### src/rtl/seq_divider_pkg.sv
// Shared types and helpers for the sequential restoring divider.
package seq_divider_pkg;

  typedef enum logic [1:0] {
    IDLE = 2'd0,
    CALC = 2'd1,
    DONE = 2'd2
  } state_t;

  localparam int DIV_WIDTH_DEFAULT = 16;

  function automatic int clog2(input int value);
    int res;
    res = 0;
    for (int i = 0; i < 32; i++) begin
      if ((1 << i) < value) begin
        res = i + 1;
      end
    end
    return res;
  endfunction

endpackage

### src/rtl/seq_divider_div_step.sv
// One restoring shift-subtract step: shift the remainder left, pull in the
// next dividend bit, keep the difference only if it did not underflow.
module div_step #(
  parameter int WIDTH = 16
) (
  input  logic [WIDTH:0]   i_r,
  input  logic             i_q_msb,
  input  logic [WIDTH-1:0] i_divisor,
  output logic [WIDTH:0]   o_r,
  output logic             o_q_bit
);

  logic [WIDTH+1:0] w_shifted;
  logic [WIDTH+1:0] w_diff;
  logic             w_borrow;

  assign w_shifted = {i_r, i_q_msb};
  assign w_diff    = w_shifted - {2'b00, i_divisor};
  // Working remainder stays below the divisor, so the top diff bit is the sign.
  assign w_borrow  = w_diff[WIDTH+1];
  assign o_r       = w_borrow ? w_shifted[WIDTH:0] : w_diff[WIDTH:0];
  assign o_q_bit   = ~w_borrow;

endmodule

### src/rtl/seq_divider.sv
// Multi-cycle restoring divider, one quotient bit per clock.
// Optional signed operation is enabled by defining SEQ_DIVIDER_SIGNED_EN.
module seq_divider
  import seq_divider_pkg::*;
#(
  parameter int WIDTH = DIV_WIDTH_DEFAULT
) (
  input  logic               clk,
  input  logic               rst_n,
  input  logic               start,
  input  logic [WIDTH-1:0]   dividend,
  input  logic [WIDTH-1:0]   divisor,
`ifdef SEQ_DIVIDER_SIGNED_EN
  input  logic               is_signed,
`endif
  output logic               busy,
  output logic               done,
  output logic [WIDTH-1:0]   quotient,
  output logic [WIDTH-1:0]   remainder,
  output logic [2*WIDTH-1:0] result,
  output logic               div_by_zero
);

  localparam int CW = clog2(WIDTH);

  state_t           r_state;
  state_t           w_state_next;
  logic [CW-1:0]    r_cnt;
  logic [WIDTH:0]   r_rem;
  logic [WIDTH-1:0] r_q;
  logic [WIDTH-1:0] r_dvs;
  logic [WIDTH-1:0] r_dvd;
  logic             r_zero;
  logic             r_neg_q;
  logic             r_neg_r;
  logic             r_busy;
  logic             r_done;
  logic             r_dbz;
  logic [WIDTH-1:0] r_quot;
  logic [WIDTH-1:0] r_remo;

  logic             w_dvd_neg;
  logic             w_dvs_neg;
  logic [WIDTH-1:0] w_dvd_mag;
  logic [WIDTH-1:0] w_dvs_mag;
  logic [WIDTH:0]   w_r_next;
  logic             w_q_bit;
  logic [WIDTH-1:0] w_q_fin;
  logic [WIDTH-1:0] w_r_fin;

`ifdef SEQ_DIVIDER_SIGNED_EN
  assign w_dvd_neg = is_signed & dividend[WIDTH-1];
  assign w_dvs_neg = is_signed & divisor[WIDTH-1];
`else
  assign w_dvd_neg = 1'b0;
  assign w_dvs_neg = 1'b0;
`endif

  assign w_dvd_mag = w_dvd_neg ? ({WIDTH{1'b0}} - dividend) : dividend;
  assign w_dvs_mag = w_dvs_neg ? ({WIDTH{1'b0}} - divisor) : divisor;

  div_step #(.WIDTH(WIDTH)) u_step (
    .i_r       (r_rem),
    .i_q_msb   (r_q[WIDTH-1]),
    .i_divisor (r_dvs),
    .o_r       (w_r_next),
    .o_q_bit   (w_q_bit)
  );

  assign w_q_fin = {r_q[WIDTH-2:0], w_q_bit};
  assign w_r_fin = w_r_next[WIDTH-1:0];

  always_ff @(posedge clk) begin
    if (!rst_n) begin
      r_state <= IDLE;
    end else begin
      r_state <= w_state_next;
    end
  end

  always_comb begin
    w_state_next = r_state;
    case (r_state)
      IDLE: begin
        if (start) begin
          w_state_next = CALC;
        end else begin
          w_state_next = IDLE;
        end
      end
      CALC: begin
        if (r_cnt == {CW{1'b0}}) begin
          w_state_next = DONE;
        end else begin
          w_state_next = CALC;
        end
      end
      DONE:    w_state_next = IDLE;
      default: w_state_next = IDLE;
    endcase
  end

  // A zero divisor runs a single dummy CALC cycle so done lands one edge after acceptance.
  always_ff @(posedge clk) begin
    if (!rst_n) begin
      r_cnt   <= {CW{1'b0}};
      r_rem   <= {(WIDTH+1){1'b0}};
      r_q     <= {WIDTH{1'b0}};
      r_dvs   <= {WIDTH{1'b0}};
      r_dvd   <= {WIDTH{1'b0}};
      r_zero  <= 1'b0;
      r_neg_q <= 1'b0;
      r_neg_r <= 1'b0;
      r_busy  <= 1'b0;
      r_done  <= 1'b0;
      r_dbz   <= 1'b0;
      r_quot  <= {WIDTH{1'b0}};
      r_remo  <= {WIDTH{1'b0}};
    end else begin
      r_done <= 1'b0;
      case (r_state)
        IDLE: begin
          if (start) begin
            r_busy  <= 1'b1;
            r_dbz   <= 1'b0;
            r_zero  <= (divisor == {WIDTH{1'b0}});
            r_dvs   <= w_dvs_mag;
            r_dvd   <= dividend;
            r_q     <= w_dvd_mag;
            r_rem   <= {(WIDTH+1){1'b0}};
            r_cnt   <= (divisor == {WIDTH{1'b0}}) ? {CW{1'b0}} : CW'(WIDTH - 1);
            r_neg_q <= w_dvd_neg ^ w_dvs_neg;
            r_neg_r <= w_dvd_neg;
          end else begin
            r_busy <= 1'b0;
          end
        end
        CALC: begin
          r_rem <= w_r_next;
          r_q   <= w_q_fin;
          r_cnt <= r_cnt - CW'(1);
          if (r_cnt == {CW{1'b0}}) begin
            r_done <= 1'b1;
            if (r_zero) begin
              r_quot <= {WIDTH{1'b1}};
              r_remo <= r_dvd;
              r_dbz  <= 1'b1;
            end else begin
              r_quot <= r_neg_q ? ({WIDTH{1'b0}} - w_q_fin) : w_q_fin;
              r_remo <= r_neg_r ? ({WIDTH{1'b0}} - w_r_fin) : w_r_fin;
              r_dbz  <= 1'b0;
            end
          end else begin
            r_done <= 1'b0;
          end
        end
        DONE: begin
          r_busy <= 1'b0;
        end
        default: begin
          r_busy <= 1'b0;
        end
      endcase
    end
  end

  assign busy        = r_busy;
  assign done        = r_done;
  assign quotient    = r_quot;
  assign remainder   = r_remo;
  assign result      = {r_remo, r_quot};
  assign div_by_zero = r_dbz;

endmodule

### config.mk
export PLATFORM = sky130hd
export DESIGN_NAME = seq_divider
export DESIGN_NICKNAME = d
export VERILOG_FILES = /design/src/rtl/seq_divider_pkg.sv /design/src/rtl/seq_divider_div_step.sv /design/src/rtl/seq_divider.sv
export SDC_FILE = /design/constraint.sdc
export NUM_CORES = 1
export LEC_CHECK = 0
export CORE_UTILIZATION = 40
export CTS_CLUSTER_DIAMETER = 80
export CTS_CLUSTER_SIZE = 28
export DETAILED_ROUTE_END_ITERATION = 10
export DONT_BUFFER_PORTS = 1
export GPL_TIMING_DRIVEN = 0
export PLACE_DENSITY_LB_ADDON = 0.05
export SLEW_MARGIN = 0
export SYNTH_ARGS = -nofsm -noshare
export SYNTH_HDL_FRONTEND = slang
export SYNTH_SLANG_ARGS = --single-unit
### constraint.sdc
create_clock -name clk -period 2.5 [get_ports clk]
set_input_delay 0.375 -clock clk [delete_from_list [all_inputs] [get_ports clk]]
set_output_delay 0.375 -clock clk [all_outputs]
set_load 0.02 [all_outputs]
==> results.cfg, run 1 <==
[final_layout]
filler_cell_count = 1553
mostFrequentLayoutCells = 128 x nand2_1, 112 x dfxtp_1, 75 x buf_4
post_route_cells_drive_above_1_share_pct = 27.8
area_growth_syn_to_layout_pct = 31.6
finish.utilization_pct = 54.3
postLayoutCellArea_mm2 = 0.00907
antenna_cells = 0
nNetsFinal = 958
mostFrequentLayoutCell = nand2_1

[place]
globalplace.congestion = 0.895
port_buffers = 0
preCtsSetupSlack_ns = -0.471
place.detailed.hpwl_um = 15100
placed_cell_area_mm2 = 0.00724

[setup_path]
setup.worst_path.start_class = flip-flop
critPathBufInv = 2
cp_data_arrival_time_ns = 2.94
crit_end_category = flip-flop
critical_path.cell_chain = inv_2 > ha_4 > inv_2 > fa_2 > a211oi_2 > nor2_1 > o21a_1 > o41a_1 > xor2_2 > mux2i_4 > and2_4 > o31ai_2
r2r.worst_path.cells = 12
critical_path_class = flip-flop to flip-flop
critical_path_required_ns = 2.81
path_delay_family = compound AO/OA/AOI/OAI gates
slowest_library_cell_on_the_worst_path = o41a_1
critical-path-top-cell-by-count = inv_2
setup.reg_to_reg.worst_slack_ns = -0.13
critical_path.max_fanout = 2
r2r-end = remainder[8]$_SDFFE_PN0P_
slowest_delay_ns = 0.42
source_of_the_worst_register_to_register_timing_path = r_q[15]$_SDFFE_PN0P_

[clocking]
ctsLongestPathBuffers = 2
post_cts_hold_buffer_count = 0
cts.htree.levels = 4
tritoncts_buffers = 17
clkSinkCount = 135
worst_setup_hold_path_clk_slew_ns = 0.06
cts_tree = done
cts_root_buffer = clkbuf_16
clk_latency_worst_skew_pair_ns = 0.43

[timing]
min_clock_period_post_route_ns = 2.63
rsz0062_at_grt = yes
finClkSkew_ns = 0.00993
timing_worst_slew_pin_value_ns = 0.971
finalMaxSlewViolations = 0
max_slew_margin_pct = 35.3
timing.final.crit_share_pct = 105
layout_setup_ws_ns = -0.129
timing.final.setup_violations = 19
setup_tns_ns = -1.35
hold_violations = 0
achievable-frequency_mhz = 380
holdWs_ns = 0.0869

[hold_path]
hold_depth = 2
hold-path-endpoint = r_dvs[14]$_SDFFE_PN0P_
worst_hold_path_type = input pin to flip-flop
hold_path.startpoint = divisor[14]

[logic_synthesis]
yosysSeqAreaShare_pct = 39.2
netlist_area_mm2 = 0.00689
synth_top_area_cell = dfxtp_1
top_cells_by_area_synth = dfxtp_1 39%, nand2_1 7.1%, a21boi_0 4.9%, o21ai_0 3.6%, buf_4 3.6%
syn-instance-count = 840
synth-async-reset-ratio_pct = 0
number_of_synthesized_flops_with_an_enable_pin = 0
synthDistinctLibCells = 59
synth_top_cell_area_share_pct = 39.2
ys_seq_elements = 135
syn-mean-instance-area_um2 = 8.21
ys.flop_type = dfxtp_1
ys_warn_count = 0
postSynthNetCount = 893

[die]
die-area_mm2 = 0.0178
core.rowCount = 47
core_region_mm2 = 0.0167
die_w_um = 133
die_y_um = 133
initial_utilization_pct = 41.3
io_pins = 102

[routing]
ant_nets = 0
drt_pre_antenna_iters = 5
drcViolationCount = 0
num_vias = 6409
wl_per_cell_um = 19.0
drtIter0Drc = 384
drt-total-wl_um = 21600
via_per_inst = 5.63

[power]
cellLeakagePower_uw = 0.00358
power_per_cell_area_mw_per_mm2 = 1560
max-vdd-ir-drop_uv = 1760

[global_routing]
grt.total_usage_pct = 24.4
global_route_wire_length_before_repair_um = 33500
top_usage_layer = met2
antenna_violations_before_repair = 0
grt_overflow_total = 0
vias_in_the_first_global_route = 6137
global_route.usage.met1_pct = 31.9
met3_usage_pct = 5.29
largest_net_degree_at_the_start_of_global_routing = 17
gr-usage-met2_pct = 40.0

[outcome]
outcome = finished with violations
violations = negative setup slack

[flow_run]
cap_violations = 0
final cells by class:
| class | count | area (µm²) | area share, % |
|---|---|---|---|
| Inverter | 23 | 86.3 | 0.952 |
| Timing Repair Buffer | 49 | 402 | 4.43 |
| Buffer | 83 | 504 | 5.56 |
| Multi-Input combinational cell | 596 | 4420 | 48.7 |
| Clock buffer | 21 | 470 | 5.19 |
| Clock inverter | 11 | 169 | 1.86 |
| Tap cell | 220 | 275 | 3.03 |
| Sequential cell | 135 | 2740 | 30.2 |
worst register-to-register path, cell delays in order (launching register included):
cell and delay, ns:
dfxtp_2 0.33, inv_2 0.08, ha_4 0.15, inv_2 0.04, fa_2 0.37, a211oi_2 0.22
nor2_1 0.09, o21a_1 0.21, o41a_1 0.42, xor2_2 0.20, mux2i_4 0.18, and2_4 0.18
o31ai_2 0.05
metrics by stage:
stage	power (µW)	instances
floorplan	6200	840
global placement	7310	1060
detailed placement	7380	1060
CTS	12900	1120
global route	14800	1138
finish	14100	1138
worst max path at each step:
stage | end | slack (ns) | start | cells after the start
5_1_grt | remainder[8]$_SDFFE_PN0P_ | -0.21 | r_q[15]$_SDFFE_PN0P_ | 12
6_report | remainder[8]$_SDFFE_PN0P_ | -0.13 | r_q[15]$_SDFFE_PN0P_ | 12
3_5_place_dp | remainder[4]$_SDFFE_PN0P_ | -0.47 | r_dvs[10]$_SDFFE_PN0P_ | 11
3_3_place_gp | quotient[15]$_SDFFE_PN0P_ | -0.43 | r_cnt[8]$_SDFFE_PN0P_ | 9
2_1_floorplan | r_rem[9]$_SDFFE_PN0P_ | -0.006 | r_dvs[1]$_SDFFE_PN0P_ | 10
4_1_cts | r_rem[9]$_SDFFE_PN0P_ | -0.17 | r_rem[11]$_SDFFE_PN0P_ | 9
routing by layer:
| layer | part of all wire, % | wire length [µm] | vias to the layer above |
|---|---|---|---|
| met5 | 0 | 0 | - |
| met4 | 1.7 | 374 | 0 |
| met3 | 5.1 | 1100 | 29 |
| met2 | 48 | 10300 | 188 |
| met1 | 45 | 9780 | 3099 |
| li1 | - | - | 3093 |
power breakdown:
group | internal [µW] | switching [µW]
Sequential | 2430 | 363
Combinational | 4540 | 4080
Clock | 1750 | 984
Total | 8720 | 5420
synthesized netlist by cell type, drive strengths merged, types with 7 or more instances:
cell type and n:
a21boi 47, a21o 7, a21oi 24, and2 21
buf 43, clkbuf 43, dfxtp 135, ha 17
inv 23, mux2i 15, nand2 130, nand3 39
nor2 51, nor2b 8, nor3 28, nor3b 15
nor4 9, o211a 19, o211ai 8, o21ai 50
o311ai 7, o31ai 11, or3 8, or4 10
xnor2 7
what timing repair did:
action,in CTS,in global routing
endpoints found under the setup margin,60,59
cloned,1,0
gates resized for setup,137,65
pin swaps,26,40
buffers inserted,28,20
registers in the layout (all words and copies together), names as in the netlist:
| name | count |
|---|---|
| r_zero | 1 |
| r_dvd | 16 |
| r_rem | 17 |
| r_q | 16 |
| remainder | 16 |
| r_dvs | 16 |
| quotient | 16 |
| r_state | 2 |
| div_by_zero | 1 |
| busy | 1 |
| done | 1 |
| r_cnt | 32 |
logic make-up (layout without fill, tap and decap cells):
group / after synthesis / count (layout) / share of synthesized area [%]
and+or+nand+nor: 342 / 342 / 24.3
AOI/OAI and AO/OA: 205 / 205 / 21.0
DFF: 135 / 135 / 39.2
buffers and inverters: 109 / 187 / 7.82
adders and majority gates: 18 / 18 / 3.38
muxes: 18 / 18 / 2.67
xor gates and xnor gates: 13 / 13 / 1.65
Power figures use the tool's default switching activity.
==> inputs of run 2 (changes only) <==
- clock period: 2.5 -> 3.1 ns (I/O delays scaled with it)
==> run 2 against run 1 <==
The run now ends clean. Global-route usage is 0.99 points lower. Combinational power is 55% lower. Register-to-register slack gained 0.25 ns. Power is 41% lower. Count of clock-buffer cells in the layout is the same. Maximum frequency is 12% lower. Critical path type unchanged. Critical endpoint is now r_rem[16]$_SDFFE_PN0P_. Highest routed layer unchanged.
==> results.cfg, run 2 (synthesis gave the netlist of run 1 again) <==
[outcome]
outcome = completed

[setup_path]
source_of_the_worst_register_to_register_timing_path = r_q[15]$_SDFFE_PN0P_
crit_end_category = flip-flop
critical_path_class = flip-flop to flip-flop
critical_path.max_fanout = 3
r2r-end = r_rem[16]$_SDFFE_PN0P_
setup.worst_path.start_class = flip-flop
cp_data_arrival_time_ns = 3.26
critical_path_required_ns = 3.38
r2r.worst_path.cells = 12
setup.reg_to_reg.worst_slack_ns = 0.13

[final_layout]
postLayoutCellArea_mm2 = 0.00791
nNetsFinal = 912
filler_cell_count = 1663
mostFrequentLayoutCells = 135 x dfxtp_1, 130 x nand2_1, 51 x nor2_1
post_route_cells_drive_above_1_share_pct = 11.1
finish.utilization_pct = 47.4
mostFrequentLayoutCell = dfxtp_1
largestRegisters = r_cnt x32, r_rem x17
largest_register_ffs = 32
multiInputGateArea_mm2 = 0.00372
area_growth_syn_to_layout_pct = 14.7
area.sequential_mm2 = 0.00270
antenna_cells = 0
regMostFlops = r_cnt

[die]
die_w_um = 133
core_region_mm2 = 0.0167
core.rowCount = 47
initial_utilization_pct = 41.3
die-area_mm2 = 0.0178
die_y_um = 133
io_pins = 102

[power]
power_switching_uw = 3240
internal_power_uw = 5070
combinational_group_share_of_total_power_pct = 46.3
power.sequential.fraction_pct = 26.2
clock_power_share_pct = 27.5
post-layout-total-power_uw = 8310
power_switching_share_pct = 39.0
max-vdd-ir-drop_uv = 979
power_per_cell_area_mw_per_mm2 = 1050
cellLeakagePower_uw = 0.00318

[global_routing]
largest_net_degree_at_the_start_of_global_routing = 17
global_route_wire_length_before_repair_um = 32200
grt.total_usage_pct = 23.4
antenna_violations_before_repair = 0
grt_overflow_total = 0
vias_in_the_first_global_route = 6027

[clocking]
cts.htree.levels = 4
worst_setup_hold_path_clk_slew_ns = 0.06
post_cts_hold_buffer_count = 0
clk_latency_worst_skew_pair_ns = 0.43
tritoncts_buffers = 17
ctsLongestPathBuffers = 2
clkSinkCount = 135
cts_tree = done
cts_root_buffer = clkbuf_16

[hold_path]
hold-path-endpoint = r_dvs[15]$_SDFFE_PN0P_
worst_hold_path_type = input pin to flip-flop
hold_path.startpoint = divisor[15]
hold_depth = 2

[routing]
wl_per_cell_um = 18.5
drtIter0Drc = 289
via_per_inst = 5.59
drt-total-wl_um = 20200
ant_nets = 0
drcViolationCount = 0
drt_pre_antenna_iters = 5
num_vias = 6101

[timing]
timing.final.crit_share_pct = 95.9
timing.final.setup_violations = 0
achievable-frequency_mhz = 336
finalMaxSlewViolations = 0
holdWs_ns = 0.185
min_clock_period_post_route_ns = 2.97
finClkSkew_ns = 0.00817
hold_violations = 0
timing_worst_slew_pin_value_ns = 0.696
max_slew_margin_pct = 53.6

[place]
place.detailed.hpwl_um = 15000
placed_cell_area_mm2 = 0.00717
port_buffers = 0
globalplace.congestion = 0.887

[flow_run]
cap_violations = 0
run 2: worst max-delay path by stage:
stage	start	to	slack, ns	depth (start not counted)
floorplan	r_q[15]$_SDFFE_PN0P_	r_rem[16]$_SDFFE_PN0P_	0.38	12
global placement	r_q[15]$_SDFFE_PN0P_	r_rem[16]$_SDFFE_PN0P_	0.03	12
detailed placement	r_dvs[3]$_SDFFE_PN0P_	remainder[2]$_SDFFE_PN0P_	-0.07	11
CTS	r_q[15]$_SDFFE_PN0P_	r_rem[16]$_SDFFE_PN0P_	0.03	12
global route	r_dvs[12]$_SDFFE_PN0P_	remainder[4]$_SDFFE_PN0P_	-0.005	11
finish	r_q[15]$_SDFFE_PN0P_	r_rem[16]$_SDFFE_PN0P_	0.13	12
run 2: what timing repair did:
item,CTS,global route
gates resized for setup,4,18
setup buffers,0,0
endpoints found under the setup margin,15,39
run 2: layer usage:
layer  GRT usage [%]  routed length, µm  part of all wire (%)
met5               0                  0                     0
met4            7.83                415                   2.1
met3            5.48                967                   4.8
met2            38.0               9320                    46
met1            30.4               9490                    47
run 2: critical path: stages (launching register included):
cell	delay (ns)
dfxtp_1	0.33
inv_1	0.09
ha_1	0.18
inv_1	0.06
fa_1	0.45
a211oi_2	0.24
o21a_1	0.20
o211ai_1	0.14
a41o_1	0.28
a21o_1	0.22
a2111oi_2	0.39
xnor2_1	0.16
o21ai_0	0.09
run 2: through the flow:
stage,TNS [ns],setup WS (ns),cells
2_1_floorplan,0,0.381,840
3_3_place_gp,0,0.0260,1060
3_5_place_dp,-0.330,-0.0666,1060
4_1_cts,0,0.0300,1091
5_1_grt,-0.00497,-0.00497,1091
6_report,0,0.126,1091
run 2: layout make-up:
class	instances	area share [%]
multi-input combinational	596	47.1
tap	220	3.48
clock inverter	10	2.40
inverter	23	1.09
clock buffer	21	5.95
sequential	135	34.2
buffer	86	5.82
run 2: power by group through the flow:
stage / Sequential [µW] / Clock, µW / Combinational, µW
3_3_place_gp: 2200 / 0 / 3530
5_1_grt: 2210 / 2400 / 4170
4_1_cts: 2170 / 2320 / 3630
2_1_floorplan: 2150 / 0 / 2680
6_report: 2180 / 2290 / 3850
3_5_place_dp: 2210 / 0 / 3570
==> inputs of run 3 (changes only) <==
- ABC_AREA: default -> 1
==> run 3 against run 2 <==
Die area rose by 6.1%. Global-route usage rose by 1.4 points. Largest power group unchanged. Sequential cell count did not move. Clock power fell by 7%. Worst setup slack improved by 0.68 ns. Cell area rose by 4.0%. Wire length rose by 9.8%. Non-clock buffer count fell by 5. First-iteration DRC count rose by 40%.
==> results.cfg, run 3 <==
[final_layout]
regMostFlops = r_cnt
finish.utilization_pct = 45.8
largestRegisters = r_cnt x32, r_rem x17
largest_register_ffs = 32
mostFrequentLayoutCells = 205 x nand2_1, 135 x dfxtp_1, 124 x a21oi_1
nNetsFinal = 1139
post_route_cells_drive_above_1_share_pct = 10.8
antenna_cells = 0
area_growth_syn_to_layout_pct = 12.3
filler_cell_count = 1887
area.sequential_mm2 = 0.00270
mostFrequentLayoutCell = nand2_1
multiInputGateArea_mm2 = 0.00375

[power]
power_per_cell_area_mw_per_mm2 = 1080
max-vdd-ir-drop_uv = 783
cellLeakagePower_uw = 0.00355

[timing]
hold_violations = 0
achievable-frequency_mhz = 436
setup_tns_ns = 0
finalMaxSlewViolations = 0
timing.final.setup_violations = 0
finClkSkew_ns = 0.00782
rsz0062_at_grt = no
max_slew_margin_pct = 30.1
timing_worst_slew_pin_value_ns = 1.04
timing.final.crit_share_pct = 74.0
min_clock_period_post_route_ns = 2.30

[logic_synthesis]
synth_top_area_cell = dfxtp_1
synth_top_cell_area_share_pct = 36.9
syn-mean-instance-area_um2 = 6.86
postSynthNetCount = 1120
syn-instance-count = 1067
synthMostInstantiatedCell = nand2_1
synthDistinctLibCells = 45
ys_warn_count = 0
netlist_area_mm2 = 0.00732
synth_commonest_cells = 205 x nand2_1, 135 x dfxtp_1, 124 x a21oi_1, 102 x inv_1, 95 x nor2_1
synth-async-reset-ratio_pct = 0
ys_seq_elements = 135
yosysSeqAreaShare_pct = 36.9
top_cells_by_area_synth = dfxtp_1 37%, nand2_1 11%, a21oi_1 8.5%, o21ai_0 6.2%, nand3_1 5.7%
ys.flop_type = dfxtp_1
number_of_synthesized_flops_with_an_enable_pin = 0

[clocking]
worst_setup_hold_path_clk_slew_ns = 0.06
cts_root_buffer = clkbuf_16
clk_latency_worst_skew_pair_ns = 0.42
cts.htree.levels = 4
cts_tree = done
ctsLongestPathBuffers = 2
tritoncts_buffers = 17
cts_post_setup_buffers_inserted = 0
clkSinkCount = 135
post_cts_hold_buffer_count = 0
cts.repair.resized = 0

[flow_run]
cap_violations = 0

[setup_path]
critical_path.max_fanout = 10
setup.worst_path.start_class = flip-flop
crit_end_category = flip-flop
cp_data_arrival_time_ns = 2.64
critical_path_class = flip-flop to flip-flop
critical_path_required_ns = 3.45

[die]
core.rowCount = 49
die_y_um = 137
initial_utilization_pct = 40.8
die_w_um = 137
core_region_mm2 = 0.0180
die-area_mm2 = 0.0189
io_pins = 102

[routing]
drt_pre_antenna_iters = 5
num_vias = 6856
drtIter0Drc = 406
drcViolationCount = 0
drt-total-wl_um = 22200
ant_nets = 0
via_per_inst = 5.16
wl_per_cell_um = 16.7

[global_routing]
global_route_wire_length_before_repair_um = 34800
grt_overflow_total = 0
grt.total_usage_pct = 24.8
antenna_violations_before_repair = 0
vias_in_the_first_global_route = 6489
largest_net_degree_at_the_start_of_global_routing = 17

[place]
globalplace.congestion = 0.852
port_buffers = 0
place.detailed.hpwl_um = 16900

[hold_path]
worst_hold_path_type = input pin to flip-flop

[outcome]
outcome = completed
[run 3: per-stage QoR]
stage	power (µW)	hold slack (ns)	instances	worst slack (ns)	area, µm²
2_1_floorplan	5770	0.433	1067	1.22	7320
3_3_place_gp	6810	0.454	1296	0.801	7610
3_5_place_dp	6830	0.454	1296	0.790	7610
4_1_cts	8980	0.184	1328	0.775	8220
5_1_grt	9720	0.187	1328	0.549	8220
6_report	8910	0.199	1328	0.805	8220
[run 3: cell families after synthesis]
family | count (synthesis) | share of synthesized area [%]
and+or+nand+nor | 468 | 29.0
DFF | 135 | 36.9
adders and majority gates | 18 | 3.18
xor gates and xnor gates | 8 | 0.957
buffers and inverters | 189 | 11.9
AOI/OAI and AO/OA | 249 | 18.1
[run 3: worst paths after layout]
check / cells after the start / end / startpoint / slack (ns)
max: 8 / r_rem[15]$_SDFFE_PN0P_ / r_state[1]$_SDFF_PN0_ / 0.80
min: 2 / r_q[4]$_SDFFE_PN0P_ / dividend[4] / 0.20
min reg2reg: 2 / r_dvs[4]$_SDFFE_PN0P_ / r_dvs[4]$_SDFFE_PN0P_ / 0.46
max reg2reg: 8 / r_rem[15]$_SDFFE_PN0P_ / r_state[1]$_SDFF_PN0_ / 0.80
[run 3: critical path, stage by stage (launching register included)]
cell	delay [ns]
dfxtp_1	0.30
inv_1	0.09
nand2_2	0.16
nand3_2	0.24
inv_2	0.16
nor2_4	0.33
clkbuf_1	0.65
nand2_1	0.11
a21oi_1	0.17
[run 3: power breakdown]
group	switching (µW)	leakage, µW	internal (µW)	total, µW
clock network	829	0.000299	1300	2130
logic	2920	0.00215	1540	4460
registers	313	0.00110	2010	2320
[run 3: area by class of cell]
| class | count | share of cell area [%] |
|---|---|---|
| multi-input combinational | 743 | 45.6 |
| sequential | 135 | 32.9 |
| buffer | 81 | 5.63 |
| clock buffer | 19 | 5.39 |
| clock inverter | 13 | 2.05 |
| tap | 229 | 3.48 |
| inverter | 108 | 4.93 |
[run 3: routing by layer]
layer | up-vias | wire length [µm] | track usage, %
li1 | 3559 | - | -
met1 | 3141 | 10500 | 31.8
met2 | 125 | 10200 | 40.0
met3 | 31 | 910 | 6.48
met4 | 0 | 510 | 8.42
met5 | - | 0 | 0
